## src/rtl/seq_detect_ctrl.sv

```systemverilog
// seq_detect_ctrl: accepts WORD_W-bit words over valid/ready, shifts each one
// MSB-first through an embedded Moore "1001" detector, and keeps a saturating
// match count. Detector state persists across words so patterns that span a
// word boundary are found.
// Build option: define SEQ_DETECT_CTRL_NONOVERLAP_EN for non-overlapping
// detection (S4 restarts from S0/S1 instead of reusing the trailing 1).
module seq_detect_ctrl #(
   parameter int unsigned WORD_W = 8,
   parameter int unsigned CNT_W  = 8
) (
   input  logic              clk,
   input  logic              reset,
   input  logic              in_valid,
   input  logic [WORD_W-1:0] in_data,
   output logic              in_ready,
   input  logic              clear_count,
   output logic              bit_out,
   output logic              bit_valid,
   output logic [2:0]        det_state,
   output logic              match_pulse,
   output logic [CNT_W-1:0]  match_count,
   output logic              word_done,
   output logic              busy
);

   localparam int unsigned BCW = (WORD_W > 2) ? $clog2(WORD_W) : 1;
   localparam logic [BCW-1:0] LAST_BIT = BCW'(WORD_W - 1);

   typedef enum logic [1:0] {
      IDLE  = 2'd0,
      SHIFT = 2'd1,
      DONE  = 2'd2
   } ctrl_e;

   typedef enum logic [2:0] {
      S0 = 3'd0,
      S1 = 3'd1,
      S2 = 3'd2,
      S3 = 3'd3,
      S4 = 3'd4
   } det_e;

   ctrl_e             ctrl_q, ctrl_d;
   det_e              det_q, det_d;
   logic [WORD_W-1:0] shreg_q, shreg_d;
   logic [BCW-1:0]    bcnt_q, bcnt_d;
   logic              match_q, match_d;
   logic [CNT_W-1:0]  cnt_q, cnt_d;

   // State registers; reset discards any word in flight.
   always_ff @(posedge clk or posedge reset) begin
      if (reset) begin
         ctrl_q  <= IDLE;
         det_q   <= S0;
         shreg_q <= '0;
         bcnt_q  <= '0;
         match_q <= 1'b0;
         cnt_q   <= '0;
      end else begin
         ctrl_q  <= ctrl_d;
         det_q   <= det_d;
         shreg_q <= shreg_d;
         bcnt_q  <= bcnt_d;
         match_q <= match_d;
         cnt_q   <= cnt_d;
      end
   end

   // Control FSM: word capture, bit sequencing and handshake outputs.
   always_comb begin
      ctrl_d    = ctrl_q;
      shreg_d   = shreg_q;
      bcnt_d    = bcnt_q;
      in_ready  = 1'b0;
      busy      = 1'b0;
      bit_valid = 1'b0;
      word_done = 1'b0;
      case (ctrl_q)
         IDLE: begin
            in_ready = 1'b1;
            if (in_valid) begin
               shreg_d = in_data;
               bcnt_d  = '0;
               ctrl_d  = SHIFT;
            end
         end
         SHIFT: begin
            busy      = 1'b1;
            bit_valid = 1'b1;
            shreg_d   = {shreg_q[WORD_W-2:0], 1'b0};
            bcnt_d    = bcnt_q + BCW'(1);
            if (bcnt_q == LAST_BIT) begin
               ctrl_d = DONE;
            end
         end
         DONE: begin
            busy      = 1'b1;
            word_done = 1'b1;
            ctrl_d    = IDLE;
         end
         default: ctrl_d = IDLE;
      endcase
      bit_out = bit_valid & shreg_q[WORD_W-1];
   end

   // Moore 1001 detector; advances only on edges that consume a bit.
   always_comb begin
      det_d = det_q;
      if (bit_valid) begin
         case (det_q)
            S0: det_d = bit_out ? S1 : S0;
            S1: det_d = bit_out ? S1 : S2;
            S2: det_d = bit_out ? S1 : S3;
            S3: det_d = bit_out ? S4 : S0;
`ifdef SEQ_DETECT_CTRL_NONOVERLAP_EN
            S4: det_d = bit_out ? S1 : S0;
`else
            S4: det_d = bit_out ? S1 : S2;
`endif
            default: det_d = S0;
         endcase
      end
   end

   // Match pulse and saturating counter; clear wins over a same-edge increment.
   always_comb begin
      match_d = bit_valid && (det_d == S4);
      cnt_d   = cnt_q;
      if (clear_count) begin
         cnt_d = '0;
      end else if (match_d && (cnt_q != '1)) begin
         cnt_d = cnt_q + CNT_W'(1);
      end
   end

   assign det_state   = det_q;
   assign match_pulse = match_q;
   assign match_count = cnt_q;

endmodule

```

## config.mk

```make
export PLATFORM = sky130hd
export DESIGN_NAME = seq_detect_ctrl
export DESIGN_NICKNAME = d
export VERILOG_FILES = /design/src/rtl/seq_detect_ctrl.sv
export SDC_FILE = /design/constraint.sdc
export NUM_CORES = 1
export LEC_CHECK = 0
export ABC_CLOCK_PERIOD_IN_PS = 2800
export CAP_MARGIN = 10
export CELL_PAD_IN_SITES_DETAIL_PLACEMENT = 0
export CELL_PAD_IN_SITES_GLOBAL_PLACEMENT = 2
export CORE_MARGIN = 2
export CORE_UTILIZATION = 34
export CTS_BUF_LIST = sky130_fd_sc_hd__clkbuf_16
export DETAILED_ROUTE_END_ITERATION = 12
export HOLD_SLACK_MARGIN = 0.05
export PLACE_DENSITY = 0.84
export SLEW_MARGIN = 20
export SYNTH_ARGS = -nofsm -noshare
export SYNTH_HDL_FRONTEND = slang
export SYNTH_SLANG_ARGS = --single-unit
```

## constraint.sdc

```tcl
create_clock -name clk -period 2.8 [get_ports clk]
set_clock_uncertainty 0.05 [all_clocks]
set_input_delay 0.28 -clock clk [delete_from_list [all_inputs] [get_ports clk]]
set_output_delay 0.28 -clock clk [all_outputs]
set_load 0.02 [all_outputs]
```

# [Word level (Yosys, flattened, before mapping)]
# Cells that the tools add are included.
# W data, S select, Z words.
[word_totals] latch_bits=0 romBits=0 mem_bits_rw=0 inputBits=12 n_memories=0 reg_bits=25 out_inout_bits=17
[classes] n_reduce_logical=10 n_eq_ne=11 bitwise_logic=1 mux=19 mul=0 n_shift=0 n_lt_le_gt_ge=0 addsub=2 div=0
[ops] operator="$mux W8" n=3
[ops] operator="$pmux W8 S2" n=1
[ops] operator="$pmux W3 S4" n=1
[ops] operator="$eq A3 B3 Y1 const B" n=3
[ops] operator="$mux W3" n=3
[ops] operator="$add A8 B1 Y8 const B" n=1
[ops] operator="$mux W2" n=4
[ops] operator="$ne A8 B8 Y1 const B" n=1
[ops] operator="$eq A3 B2 Y1 const B" n=2
[ops] operator="$pmux W3 S2" n=1
[ops] operator="$mux W1" n=5
[ops] operator="$ne A2 B2 Y1 const B" n=2
[ops] operator="$pmux W2 S2" n=1
[ops] operator="$reduce_and A2 Y1" n=2
[ops] operator="$reduce_bool A2 Y1" n=2
[ops] operator="$reduce_or A2 Y1" n=2
[ops] operator="$add A3 B1 Y3 const B" n=1
[ops] operator="$eq A3 B1 Y1 const B" n=1
[ops] operator="$logic_not A3 Y1" n=1
[ops] operator="$eq A2 B1 Y1 const B" n=1
[ops] operator="$eq A2 B2 Y1 const B" n=1
[ops] operator="$logic_and A1 B1 Y1" n=2
[ops] operator="$logic_not A2 Y1" n=1
[ops] operator="$and A1 B1 Y1" n=1

# [Logic depth before layout (Yosys ltp)]
[depth] ltp_word=11 mapped_depth=7 ltp_nobuf=6

# [Worst setup path before layout]
# Ideal clock, no wire load.
[synth_timing] path_kind="register to output" start="register ctrl_q[1]" end="output port bit_out" arrival_time_ps=1506 required_ps=2470 path_buffers=2 path_slack_ps=964 path_stages_with_launch=6 path_cell_list="dfrtp_1 > inv_1 > ha_1 > buf_2 > buf_2 > and2_1"
[synth_via] elab_chain_len=3
[synth_rtl] item="start, declared" line_no="43" rtl="ctrl_e ctrl_q, ctrl_d;"
[synth_rtl] item="start signal, assigned" line_no="60" rtl="ctrl_q <= ctrl_d;"
[synth_rtl] item="$eq A2 B1 Y1" line_no="78" rtl="case (ctrl_q)"
[synth_rtl] item="$mux W1" line_no="78"
[synth_rtl] item="named net bit_valid" line_no="18" rtl="output logic bit_valid,"
[synth_rtl] item="$and A1 B1 Y1" line_no="103" rtl="bit_out = bit_valid & shreg_q[WORD_W-1];"
[synth_rtl] item="end, declared" line_no="17" rtl="output logic bit_out,"
# The timed path passes the listed nets, and every way through them passes these cells.

# [Final worst setup path]
[layout_timing] start="register ctrl_q[1]" end="output port bit_out"
[layout_via] elab_chain_len=3
[layout_rtl] item="$eq A2 B1 Y1" line_no="78"
[layout_rtl] item="$mux W1" line_no="78"
[layout_rtl] item="$and A1 B1 Y1" line_no="103"
# Every way passes these cells.

==> results.md <==
* Status: complete, no violations
* Hold_buf cts at 0
* Largest net degree at the start of global routing at 26
* GRT Total Usage at 14.8%
* Crit Path Max Fanout at 8
* Crit. Startpoint: ctrl_q[1]
* Peak per-stage delay on the critical path at 0.60 ns
* CP Capture Type: output port
* Chip height at 68.5 um
* Endpoints failing hold at 0
* Crit-path cells: inv_1 > ha_1 > and2_1 > clkdlybuf4s50_1
* Core region area at 4000 sq um
* Die area at 4690 sq um
* CTS root buf: clkbuf_16
* Hold Crit Class: input port to asynchronous set/reset pin
* Num rows at 23
* Post-synthesis sequential area ratio at 44.3%
* Most frequent cells in the layout: 28 x clkdlybuf4s50_1, 25 x dfrtp_1, 16 x o22ai_1
* Maxcap violations at 0
* TritonCTS clock tree: built
* Period utilization at 78.4%
* Min Clock Period, post-route at 2.19 ns
* Final WL at 3080 um
* Fin Setup TNS at 0 ns
* Ratio of cells with drive above 1 in the final layout at 9.58%
* Cells after Synth at 141
* Postcts setup bufs at 0
* Post-CTS sizing at 0
* H-Tree Depth at 1
* Setup CP Type: register to output port
* Area leader, netlist: dfrtp_1
* Initial antenna violation count at 0
* IO buf count at 28
* HPWL after detailed placement at 2230 um
* Die span in x at 68.5 um
* Static leakage at 0.746 nW
* Vias in the first global route at 1,188
* Power Density at 955 nW/um^2
* CTS Sinks at 25
* CTS Buf Count at 3
* Max Clock Freq at 0.456 GHz
* Most common cell after layout, fill and taps aside: clkdlybuf4s50_1
* DRT iter0 DRCs at 58
* First-pass GRT wire length at 5230 um
* NumNets Final at 187
* Drt via density at 5.41
* Clock Latency Late Sink at 0.25 ns
* Startpoint types: register
* # setup viols final at 0
* CP required at 2.47 ns
* # diodes at 0
* Post-synth top area share at 44.3%
* Wire per inst at 14.2 um
* Worst r2r src: ctrl_q[1]
* Syn nets at 160
* PnR worst setup slack at 0.606 ns
* Yosys cell types at 36
* Worst Max-Slew Pin Slew at 0.526 ns
* Drt pass-1 iters at 4
* Clock Path Buffers at 2
* Cell Area, Synth at 1410 sq um
* Crit path arrival time at 1.86 ns
* Post-synthesis register bit count at 25
* Critical-path top delay cell: clkdlybuf4s50_1
* RSZ-0062 raised after global routing: false
* Antenna Nets Post-Route at 0
* Area Overhead vs Synth at 28.6%
* Initial Utilization at 35.3%
* Worst vdd ir at 0.395 mV
* Yosys warning count at 0
* GP Congestion at 0.811
* Clock transition at the registers of the reported paths at 0.06 ns
* I/O pin total at 29
* Max-slew headroom at 64.8%
* Mean area per synthesized cell at 10.0 sq um
* DRC at 0
* Place WS at 0.824 ns
* Via count at 1,173
* Fin. max-slew vios at 0
* Remaining Overflow, GRT at 0
* Top cells by area, synth: dfrtp_1 44%, o22ai_1 7.1%, mux2_2 6.4%, ha_1 6.2%, a21oi_1 4.6%
[critical path: cells and delay by family, from the launching register on]
family | cells | cell delay, ns
flops | 1 | 0.41
fa+ha+maj | 1 | 0.32
simple gates | 1 | 0.17
buf+inv | 2 | 0.71
[routing by layer]
layer / up-vias / global-route usage [%] / routed length (um)
li1: 582 / - / -
met1: 570 / 18.5 / 1430
met2: 19 / 24.5 / 1510
met3: 2 / 2.96 / 113
met4: 0 / 6.25 / 19
met5: - / 0 / 0
[flip-flops by register name (all words and copies together) (netlist names)]
register and cells:
ctrl_q 2, bcnt_q 3, shreg_q 8, det_state 3
match_count 8, match_pulse 1
[layout make-up]
| class | count | area [sq um] |
|---|---|---|
| clock buffers | 3 | 75.1 |
| inverters | 8 | 30.0 |
| flip-flops and latches | 25 | 626 |
| repair buffers | 31 | 303 |
| multi-input cells | 99 | 717 |
| fillers | 371 | 2180 |
| well taps | 50 | 62.6 |
| clock inverters | 1 | 3.75 |
[Yosys cell counts]
library cell,n
a21oi_1,13
nor4b_1,1
nand2b_1,1
and3_1,2
clkbuf_1,5
nand3b_1,1
xor2_1,2
a41oi_2,1
inv_1,8
a311oi_1,3
nand2_1,4
and4_1,2
buf_2,2
nand4_1,1
nor3_1,2
a32oi_1,2
buf_1,1
xnor2_1,1
ha_1,7
nor2b_1,2
o21ai_0,4
and4b_1,1
dfrtp_1,25
buf_4,1
o21a_1,2
nand3_1,3
o22ai_1,16
a211oi_2,1
nor2_1,6
a31oi_1,4
o211ai_1,1
a21o_1,1
mux2i_1,3
o31ai_1,1
and2_1,3
mux2_2,8
[final timing paths]
path | endpoint | slack, ns | cells after the start
worst min register to register | bcnt_q[1] | 0.49 | 2
worst max register to register | match_count[3] | 0.80 | 6
max in group asynchronous | det_state[0] | 2.13 | 3
worst max-delay path | bit_out | 0.61 | 4
worst min-delay path | match_count[0] | 0.32 | 3
min in group clk | bcnt_q[1] | 0.49 | 2
[where the power goes]
group	switching (mW)	leakage, nW	internal [mW]	total, mW
Clock	0.120	0.0423	0.191	0.311
Sequential	0.118	0.317	0.477	0.595
Combinational	0.421	0.387	0.409	0.830
Total	0.659	0.746	1.08	1.74
[metrics by stage]
stage	util [%]	total power [mW]	cell area, sq um	instances	hold slack, ns
floorplan	-	1.19	1410	141	0.257
global placement	43.4	1.42	1740	213	0.470
detailed placement	43.4	1.44	1740	213	0.477
CTS	45.4	1.76	1820	217	0.341
global route	45.4	1.88	1820	217	0.392
finish	45.4	1.74	1820	217	0.319
[logic make-up after synthesis]
logic type	synth area share [%]
AOI/OAI and AO/OA	22.7
DFF	44.3
and+or+nand+nor	11.5
adders and majority gates	6.20
xor gates and xnor gates	1.86
buffers and inverters	4.96
muxes	8.50
Note: power is estimated with default switching activity, not from simulation.
